File: src/rtl/multicycle_control.sv
// Multi-cycle MIPS main control FSM: Moore sequencing with a Zero-dependent PCWrite in BRANCH.
// Define MCU_IMM_ALU_EN to compile in the I-type ALU path (IEXEC/IWB, ZeroExt).
module multicycle_control (
  input  logic       clk,
  input  logic       reset,
  input  logic [5:0] Opcode,
  input  logic [5:0] Funct,
  input  logic       Zero,
  output logic [3:0] ALU_Control,
  output logic       ALUSrcA,
  output logic [1:0] ALUSrcB,
  output logic       ZeroExt,
  output logic [1:0] PCSource,
  output logic       PCWrite,
  output logic       IorD,
  output logic       MemRead,
  output logic       MemWrite,
  output logic       IRWrite,
  output logic       RegDst,
  output logic       MemtoReg,
  output logic       RegWrite,
  output logic       Illegal,
  output logic       Instr_Done,
  output logic [3:0] State
);

  typedef enum logic [3:0] {
    FETCH  = 4'd0,
    DECODE = 4'd1,
    MEMADR = 4'd2,
    MEMRD  = 4'd3,
    MEMWB  = 4'd4,
    MEMWR  = 4'd5,
    EXEC   = 4'd6,
    ALUWB  = 4'd7,
    BRANCH = 4'd8,
    JUMP   = 4'd9
`ifdef MCU_IMM_ALU_EN
    , IEXEC = 4'd10,
    IWB    = 4'd11
`endif
  } state_t;

  localparam logic [3:0] ALU_AND = 4'b0000;
  localparam logic [3:0] ALU_OR  = 4'b0001;
  localparam logic [3:0] ALU_ADD = 4'b0010;
  localparam logic [3:0] ALU_XOR = 4'b0011;
  localparam logic [3:0] ALU_SUB = 4'b0110;
  localparam logic [3:0] ALU_SLT = 4'b0111;
  localparam logic [3:0] ALU_NOR = 4'b1100;

  localparam logic [5:0] OP_RTYPE = 6'b000000;
  localparam logic [5:0] OP_J     = 6'b000010;
  localparam logic [5:0] OP_BEQ   = 6'b000100;
  localparam logic [5:0] OP_BNE   = 6'b000101;
  localparam logic [5:0] OP_ADDI  = 6'b001000;
  localparam logic [5:0] OP_SLTI  = 6'b001010;
  localparam logic [5:0] OP_ANDI  = 6'b001100;
  localparam logic [5:0] OP_ORI   = 6'b001101;
  localparam logic [5:0] OP_XORI  = 6'b001110;
  localparam logic [5:0] OP_LW    = 6'b100011;
  localparam logic [5:0] OP_SW    = 6'b101011;

  state_t state, next_state;

  // NOTE: sequential state uses non-blocking assignment so all flops update together at the edge.
  always_ff @(posedge clk) begin
    if (reset) state <= FETCH;
    else       state <= next_state;
  end

  assign State = state;

  always_comb begin
    // NOTE: every output gets a default first so no path leaves a latch behind.
    next_state  = FETCH;
    ALU_Control = ALU_ADD;
    ALUSrcA     = 1'b0;
    ALUSrcB     = 2'b00;
    ZeroExt     = 1'b0;
    PCSource    = 2'b00;
    PCWrite     = 1'b0;
    IorD        = 1'b0;
    MemRead     = 1'b0;
    MemWrite    = 1'b0;
    IRWrite     = 1'b0;
    RegDst      = 1'b0;
    MemtoReg    = 1'b0;
    RegWrite    = 1'b0;
    Illegal     = 1'b0;
    Instr_Done  = 1'b0;

    case (state)
      FETCH: begin
        MemRead    = 1'b1;
        IRWrite    = 1'b1;
        PCWrite    = 1'b1;
        ALUSrcB    = 2'b01;
        next_state = DECODE;
      end
      DECODE: begin
        ALUSrcB = 2'b11;
        case (Opcode)
          OP_LW, OP_SW:   next_state = MEMADR;
          OP_RTYPE:       next_state = EXEC;
          OP_BEQ, OP_BNE: next_state = BRANCH;
          OP_J:           next_state = JUMP;
`ifdef MCU_IMM_ALU_EN
          OP_ADDI, OP_SLTI, OP_ANDI, OP_ORI, OP_XORI: next_state = IEXEC;
`endif
          default: begin
            Illegal    = 1'b1;
            Instr_Done = 1'b1;
          end
        endcase
      end
      MEMADR: begin
        ALUSrcA    = 1'b1;
        ALUSrcB    = 2'b10;
        next_state = (Opcode == OP_SW) ? MEMWR : MEMRD;
      end
      MEMRD: begin
        MemRead    = 1'b1;
        IorD       = 1'b1;
        next_state = MEMWB;
      end
      MEMWB: begin
        MemtoReg   = 1'b1;
        RegWrite   = 1'b1;
        Instr_Done = 1'b1;
      end
      MEMWR: begin
        MemWrite   = 1'b1;
        IorD       = 1'b1;
        Instr_Done = 1'b1;
      end
      EXEC: begin
        ALUSrcA    = 1'b1;
        next_state = ALUWB;
        case (Funct)
          6'h20, 6'h21: ALU_Control = ALU_ADD;
          6'h22, 6'h23: ALU_Control = ALU_SUB;
          6'h24:        ALU_Control = ALU_AND;
          6'h25:        ALU_Control = ALU_OR;
          6'h26:        ALU_Control = ALU_XOR;
          6'h27:        ALU_Control = ALU_NOR;
          6'h2A:        ALU_Control = ALU_SLT;
          default: begin
            Illegal    = 1'b1;
            Instr_Done = 1'b1;
            next_state = FETCH;
          end
        endcase
      end
      ALUWB: begin
        RegDst     = 1'b1;
        RegWrite   = 1'b1;
        Instr_Done = 1'b1;
      end
      BRANCH: begin
        ALUSrcA     = 1'b1;
        ALU_Control = ALU_SUB;
        PCSource    = 2'b01;
        PCWrite     = (Opcode == OP_BNE) ? ~Zero : Zero;
        Instr_Done  = 1'b1;
      end
      JUMP: begin
        PCSource   = 2'b10;
        PCWrite    = 1'b1;
        Instr_Done = 1'b1;
      end
`ifdef MCU_IMM_ALU_EN
      IEXEC: begin
        ALUSrcA    = 1'b1;
        ALUSrcB    = 2'b10;
        next_state = IWB;
        case (Opcode)
          OP_SLTI: ALU_Control = ALU_SLT;
          OP_ANDI: begin ALU_Control = ALU_AND; ZeroExt = 1'b1; end
          OP_ORI:  begin ALU_Control = ALU_OR;  ZeroExt = 1'b1; end
          OP_XORI: begin ALU_Control = ALU_XOR; ZeroExt = 1'b1; end
          default: ALU_Control = ALU_ADD;
        endcase
      end
      IWB: begin
        RegWrite   = 1'b1;
        Instr_Done = 1'b1;
        ZeroExt    = (Opcode == OP_ANDI) || (Opcode == OP_ORI) || (Opcode == OP_XORI);
      end
`endif
      default: next_state = FETCH;
    endcase

    // During reset the datapath sees FETCH selects with every side effect suppressed.
    if (reset) begin
      ALU_Control = ALU_ADD;
      ALUSrcA     = 1'b0;
      ALUSrcB     = 2'b01;
      ZeroExt     = 1'b0;
      PCSource    = 2'b00;
      PCWrite     = 1'b0;
      IorD        = 1'b0;
      MemRead     = 1'b0;
      MemWrite    = 1'b0;
      IRWrite     = 1'b0;
      RegDst      = 1'b0;
      MemtoReg    = 1'b0;
      RegWrite    = 1'b0;
      Illegal     = 1'b0;
      Instr_Done  = 1'b0;
    end
  end

endmodule

File: config.mk
export PLATFORM = sky130hd
export DESIGN_NAME = multicycle_control
export DESIGN_NICKNAME = d
export VERILOG_FILES = /design/src/rtl/multicycle_control.sv
export SDC_FILE = /design/constraint.sdc
export NUM_CORES = 1
export LEC_CHECK = 0
export CORE_MARGIN = 3
export CORE_UTILIZATION = 37
export DETAILED_ROUTE_END_ITERATION = 10
export GPL_TIMING_DRIVEN = 1
export PLACE_DENSITY = 0.84
export SKIP_CTS_REPAIR_TIMING = 1
export SYNTH_ARGS = -nofsm -noshare
export SYNTH_HDL_FRONTEND = slang
export SYNTH_SLANG_ARGS = --single-unit
File: constraint.sdc
create_clock -name clk -period 2.6 [get_ports clk]
set_input_delay 0.26 -clock clk [delete_from_list [all_inputs] [get_ports clk]]
set_output_delay 0.26 -clock clk [all_outputs]
set_load 0.02 [all_outputs]
==> reports/summary.txt, run 1 <==
Synth async-reset ratio: 0%
Syn-to-layout area delta: 72.0%
Register area share after synthesis: 14.1%
Routed len/inst: 13.3 um
Largest net degree at the start of global routing: 15
Starting Density: 41.5%
Part of the cycle the worst path needs: 93.7%
Gpl congestion: 0.814
Post-DRT Antenna Nets: 0
Cell Rows: 13
Non-filler cells, final: 141
Maximum VDD drop: 0.147 mV
DIE WIDTH: 45.1 um
Clk sinks: 4
DRT Pass-1 Iters: 4
Endpoints failing setup: 0
Pleak: 0.337 nW
CP Cell Sequence: clkdlybuf4s50_1, nor2_1, nand2_1, a211o_1, o211ai_1, clkdlybuf4s50_1
Die area: 2040 um^2
WP data required: 2.34 ns
Type of the worst min-delay path: flip-flop to flip-flop
Worst path top cell family by delay: buffers and inverters
All-Layer GR Usage: 19.7%
TNS Setup: 0 ns
Setup Skew: 0.00563 ns
RSZ-0062 raised after global routing: false
Synth Register Bits: 4
TritonCTS buffer count: 3
First-pass GRT wire length: 2990 um
PnR worst setup slack: 0.165 ns
Post-synthesis cell type count: 36
CP startpoint kind: input port
Die span in y: 45.1 um
CP max FO: 7
Vias per cell: 5.57
Commonest non-fill, non-tap cell in the layout: clkdlybuf4s50_1
Mapped cell area: 567 um^2
Post-Syn Area per Cell: 6.51 um^2
Post-DP HPWL: 1510 um
DRC Markers: 0
Slowest-stage cell, CP: clkdlybuf4s50_1
Initial DRC count: 19
Htree depth: 1
Layout Utilization: 71.3%
Post-synth EDFFs: 0
Routed WL: 1870 um
Total Nets Final: 143
Max Slew Vio Count: 0
Sequential cell area: 80.1 um^2
Place WS: 0.194 ns
I/O pin count: 39
Post-Syn Nets: 102
Buf+Inv Stages, Crit Path: 2
Antenna violations before repair: 0
Slowest stage delay, CP: 0.64 ns
Commonest non-fill, non-tap cells in the layout: clkdlybuf4s50_1, nor2_1, nor3_1, nand2_1, a21oi_1
Vias in the first global route: 712
IO Port Bufs: 37
Clk root buf: clkbuf_4
Power density over cell area: 250 nW/um^2
Worst-Skew Late Latency: 0.24 ns
Congestion Overflow GR: 0
Multi-input gate area: 445 um^2
Reg2Reg Setup Slack: 1.12 ns
Fraction of layout cells with a size suffix above 1: 10.3%
Setup Crit Path Kind: input port to primary output
Synth warn: 0
Nature of the critical path endpoint: primary output
ANT cells: 0
Largest register FFs: 4
Min Tclk post-route: 2.44 ns
Via count: 786
Status: complete, no violations
CP most frequent cell: clkdlybuf4s50_1
Gate Count Post-Synth: 87
Fillers: 119
CTS tree: built
Cells after DPL: 138
Core ar.: 1370 um^2
Max-cap violations: 0
CTS Buffer Depth: 2
Worst EP arrival: 2.18 ns
Fmax: 411 MHz
Top_reg_cell synth: dfxtp_1
Clock slew seen by the registers of the worst setup and hold paths: 0.03 ns
Final hold vios: 0
## metal layers
layer / vias up / wire length, um / track usage [%]
li1: 391 / - / -
met1: 356 / 765 / 23.3
met2: 35 / 902 / 31.4
met3: 4 / 171 / 3.19
met4: 0 / 31 / 14.6
met5: - / 0 / 0
## through the flow
| step | hold slack [ns] | power (mW) | area [um^2] |
|---|---|---|---|
| after detailed placement | 0.785 | 0.167 | 952 |
| after global routing | 0.846 | 0.261 | 975 |
| final | 0.801 | 0.244 | 975 |
| after floorplan | 0.469 | 0.115 | 567 |
| after CTS | 0.794 | 0.245 | 975 |
| after global placement | 0.807 | 0.166 | 952 |
## Yosys cell counts (2+ instances only)
cell type  number  share of area [%]
nor2_1         11                7.3
nor3_1          8                7.1
nand2_1         7                4.6
a21oi_1         6                5.3
dfxtp_1         4                 14
nand3_1         4                3.5
a31oi_1         3                3.3
buf_2           3                2.6
nand2b_1        3                3.3
nor2b_1         3                3.3
o21ai_0         3                2.6
or2_2           3                3.3
or3_1           3                3.3
xnor2_1         3                4.6
inv_1           2                1.3
## cells by family (layout without fill, tap and decap cells)
group	after synthesis	count (layout)	synth area share (%)
simple gates	51	51	49.0
compound gates	19	19	21.0
buf+inv	7	46	7.28
xor+xnor	4	4	6.18
flops	4	4	14.1
other cells	1	1	0.662
mux	1	1	1.77
## worst register-to-register path, stage by stage (launching register included)
cell     delay (ns)
dfxtp_1        0.39
buf_4          0.21
nor4b_1        0.30
a21oi_1        0.11
or2_2          0.27
a21oi_1        0.13
## path summary, 6_finish.rpt
kind                            startpoint         end  cells past startpoint
worst max-delay path                 reset  Instr_Done                      6
worst max register to register    State[1]    State[0]                      5
worst min register to register    State[0]    State[2]                      3
worst min-delay path              State[0]    State[2]                      3
## final cells by class
cell class	instances	area share (%)
Clock buffer	3	2.31
Timing Repair Buffer	41	41.1
Inverter	2	0.770
Sequential cell	4	8.22
Tap cell	15	1.93
Multi-Input combinational cell	76	45.7
## power by group
| part | internal (mW) | total (mW) | switching, mW |
|---|---|---|---|
| logic | 0.0511 | 0.0988 | 0.0476 |
| registers | 0.0633 | 0.0681 | 0.00478 |
| clock network | 0.0516 | 0.0772 | 0.0256 |
Note: power is estimated with default switching activity, not from simulation.
==> run 2: changes to the inputs <==
--- a/config.mk
+++ b/config.mk
@@ -7,6 +7,7 @@
 export LEC_CHECK = 0
 export CORE_MARGIN = 3
 export CORE_UTILIZATION = 37
+export CTS_CLUSTER_SIZE = 24
 export DETAILED_ROUTE_END_ITERATION = 10
 export GPL_TIMING_DRIVEN = 1
 export PLACE_DENSITY = 0.84
==> constraint.sdc (replaced) <==
create_clock -name clk -period 2.85 [get_ports clk]
set_input_delay 0.285 -clock clk [delete_from_list [all_inputs] [get_ports clk]]
set_output_delay 0.285 -clock clk [all_outputs]
set_load 0.02 [all_outputs]
==> run 2 against run 1 <==
Global-route usage increased by 0.081 points. Clock skew is 0.0034 ns lower. Worst hold slack better by 0.011 ns. Sequential cell count is the same. Critical path depth is the same. Final cell count decreased by 2.8%. Register-to-register slack gained 0.20 ns. First-iteration DRC count decreased by 21%. Wire length fell by 2.0%. Design area is 3.1% lower. Clock power decreased by 8.4%. Via count fell by 1.5%. Critical path type unchanged.
==> reports/summary.txt, run 2 (synthesis gave the netlist of run 1 again) <==
Design Power: 0.219 mW (-10%)
Clk sinks: 4 (unchanged)
Final Cell Area: 945 um^2 (-3.1%)
Fraction of layout cells with a size suffix above 1: 7.38% (-2.9 points)
Starting Density: 41.5% (unchanged)
Post-DRT Antenna Nets: 0 (unchanged)
RSZ-0062 raised after global routing: false
CP max FO: 4 (-3)
Vias in the first global route: 722 (+1.4%)
Maximum VDD drop: 0.144 mV (-2.5%)
Largest register FFs: 4 (unchanged)
Fillers: 123 (+3.4%)
Slew headroom: 63.3%
Via count: 774 (-1.5%)
Die area: 2040 um^2 (unchanged)
TritonCTS buffer count: 3 (unchanged)
Max-cap violations: 0 (unchanged)
Slowest stage delay, CP: 0.65 ns (about the same)
DRT Pass-1 Iters: 4 (unchanged)
Setup Skew: 0.00220 ns (-0.00342 ns)
WP data required: 2.57 ns (+0.23 ns)
Slowest-stage cell, CP: clkdlybuf4s50_1
Cell Rows: 13 (unchanged)
Final hold vios: 0 (unchanged)
Routed len/inst: 13.4 um (+0.88%)
Max Slew Vio Count: 0 (unchanged)
Commonest non-fill, non-tap cell in the layout: clkdlybuf4s50_1
Syn-to-layout area delta: 66.7%
Worst slew pin tran: 0.549 ns
Area of placed instances: 922 um^2 (-3.2%)
Largest net degree at the start of global routing: 17 (+2)
CTS Buffer Depth: 2 (unchanged)
First-pass GRT wire length: 3080 um (+3.0%)
Worst-Skew Late Latency: 0.24 ns (about the same)
Endpoints failing setup: 0 (unchanged)
CP Cell Sequence: clkdlybuf4s50_1, nor3_2, nand3_1, xor2_1, a311oi_1, clkdlybuf4s50_1
All-Layer GR Usage: 19.7% (+0.081 points)
Setup Crit Path Kind: input port to primary output
Total Nets Final: 139 (-2.8%)
Commonest non-fill, non-tap cells in the layout: clkdlybuf4s50_1, nor2_1, nor3_1, nand2_1, a21oi_1
I/O pin count: 39 (unchanged)
Vias per cell: 5.65 (+1.3%)
Worst path top cell family by delay: buffers and inverters
Nature of the critical path endpoint: primary output
TNS Setup: 0 ns (unchanged)
IO Port Bufs: 37 (unchanged)
Gpl congestion: 0.799 (-1.9%)
Antenna violations before repair: 0 (unchanged)
Pleak: 0.317 nW (-6.0%)
DRC Markers: 0 (unchanged)
Status: complete, no violations
Die span in y: 45.1 um (unchanged)
Post-DP HPWL: 1470 um (-2.6%)
Clock slew seen by the registers of the worst setup and hold paths: 0.04 ns (about the same)
Htree depth: 1 (unchanged)
Min Tclk post-route: 2.54 ns
ANT cells: 0 (unchanged)
Worst EP arrival: 2.25 ns (+0.07 ns)
Multi-input gate area: 445 um^2 (unchanged)
Clk root buf: clkbuf_4
Routed WL: 1830 um (-2.0%)
Power density over cell area: 232 nW/um^2 (-7.3%)
Buf+Inv Stages, Crit Path: 2 (unchanged)
Core ar.: 1370 um^2 (unchanged)
DIE WIDTH: 45.1 um (unchanged)
Fmax: 394 MHz
CTS tree: built
CP most frequent cell: clkdlybuf4s50_1
Initial DRC count: 15 (-4)
Sequential cell area: 80.1 um^2 (unchanged)
CP startpoint kind: input port
Congestion Overflow GR: 0 (unchanged)
Type of the worst min-delay path: flip-flop to flip-flop
Part of the cycle the worst path needs: 89.0%
-- run 2: worst register-to-register path, stage by stage, from the launching register on --
cell	delay [ns]
dfxtp_1	0.66
nand2_1	0.24
a311o_2	0.41
a31oi_1	0.15
-- run 2: metal layers --
layer	track usage [%]	share of wire, %
met1	23.3	40
met3	4.78	9.6
met5	0	0
met4	8.77	0.44
met2	33.3	50
-- run 2: layout make-up --
class                           instances  share of cell area (%)
Timing Repair Buffer                   37                    39.2
Clock buffer                            3                    2.38
Inverter                                2                   0.795
Multi-Input combinational cell         76                    47.2
Tap cell                               15                    1.99
Sequential cell                         4                    8.48
-- run 2: power breakdown --
| group | internal [mW] | switching (mW) |
|---|---|---|
| sequential | 0.0577 | 0.00462 |
| combinational | 0.0440 | 0.0421 |
| clock | 0.0471 | 0.0236 |
| total | 0.149 | 0.0703 |
-- run 2: path summary, 6_finish.rpt --
| check | startpoint | to | slack (ns) | depth (start not counted) |
|---|---|---|---|---|
| setup reg to reg | State[1] | State[1] | 1.32 | 3 |
| setup / recovery | Opcode[3] | PCWrite | 0.31 | 6 |
| hold / removal | State[0] | State[2] | 0.81 | 3 |
| hold reg to reg | State[0] | State[2] | 0.81 | 3 |
-- run 2: metrics by stage --
step / setup WS (ns) / std cells / hold WS, ns / util, %
after floorplan: 1.05 / 87 / 0.494 / -
after global placement: 0.361 / 134 / 0.789 / 67.5
after detailed placement: 0.334 / 134 / 0.798 / 67.5
after CTS: 0.316 / 137 / 0.805 / 69.1
after global routing: 0.213 / 137 / 0.866 / 69.1
final: 0.312 / 137 / 0.812 / 69.1
==> run 3: changes to the inputs <==
--- a/config.mk
+++ b/config.mk
@@ -11,7 +11,6 @@
 export DETAILED_ROUTE_END_ITERATION = 10
 export GPL_TIMING_DRIVEN = 1
 export PLACE_DENSITY = 0.84
-export SKIP_CTS_REPAIR_TIMING = 1
 export SYNTH_ARGS = -nofsm -noshare
 export SYNTH_HDL_FRONTEND = slang
 export SYNTH_SLANG_ARGS = --single-unit
==> results of run 3 <==
The final DEF is identical to that of run 2; final timing and power are the same.
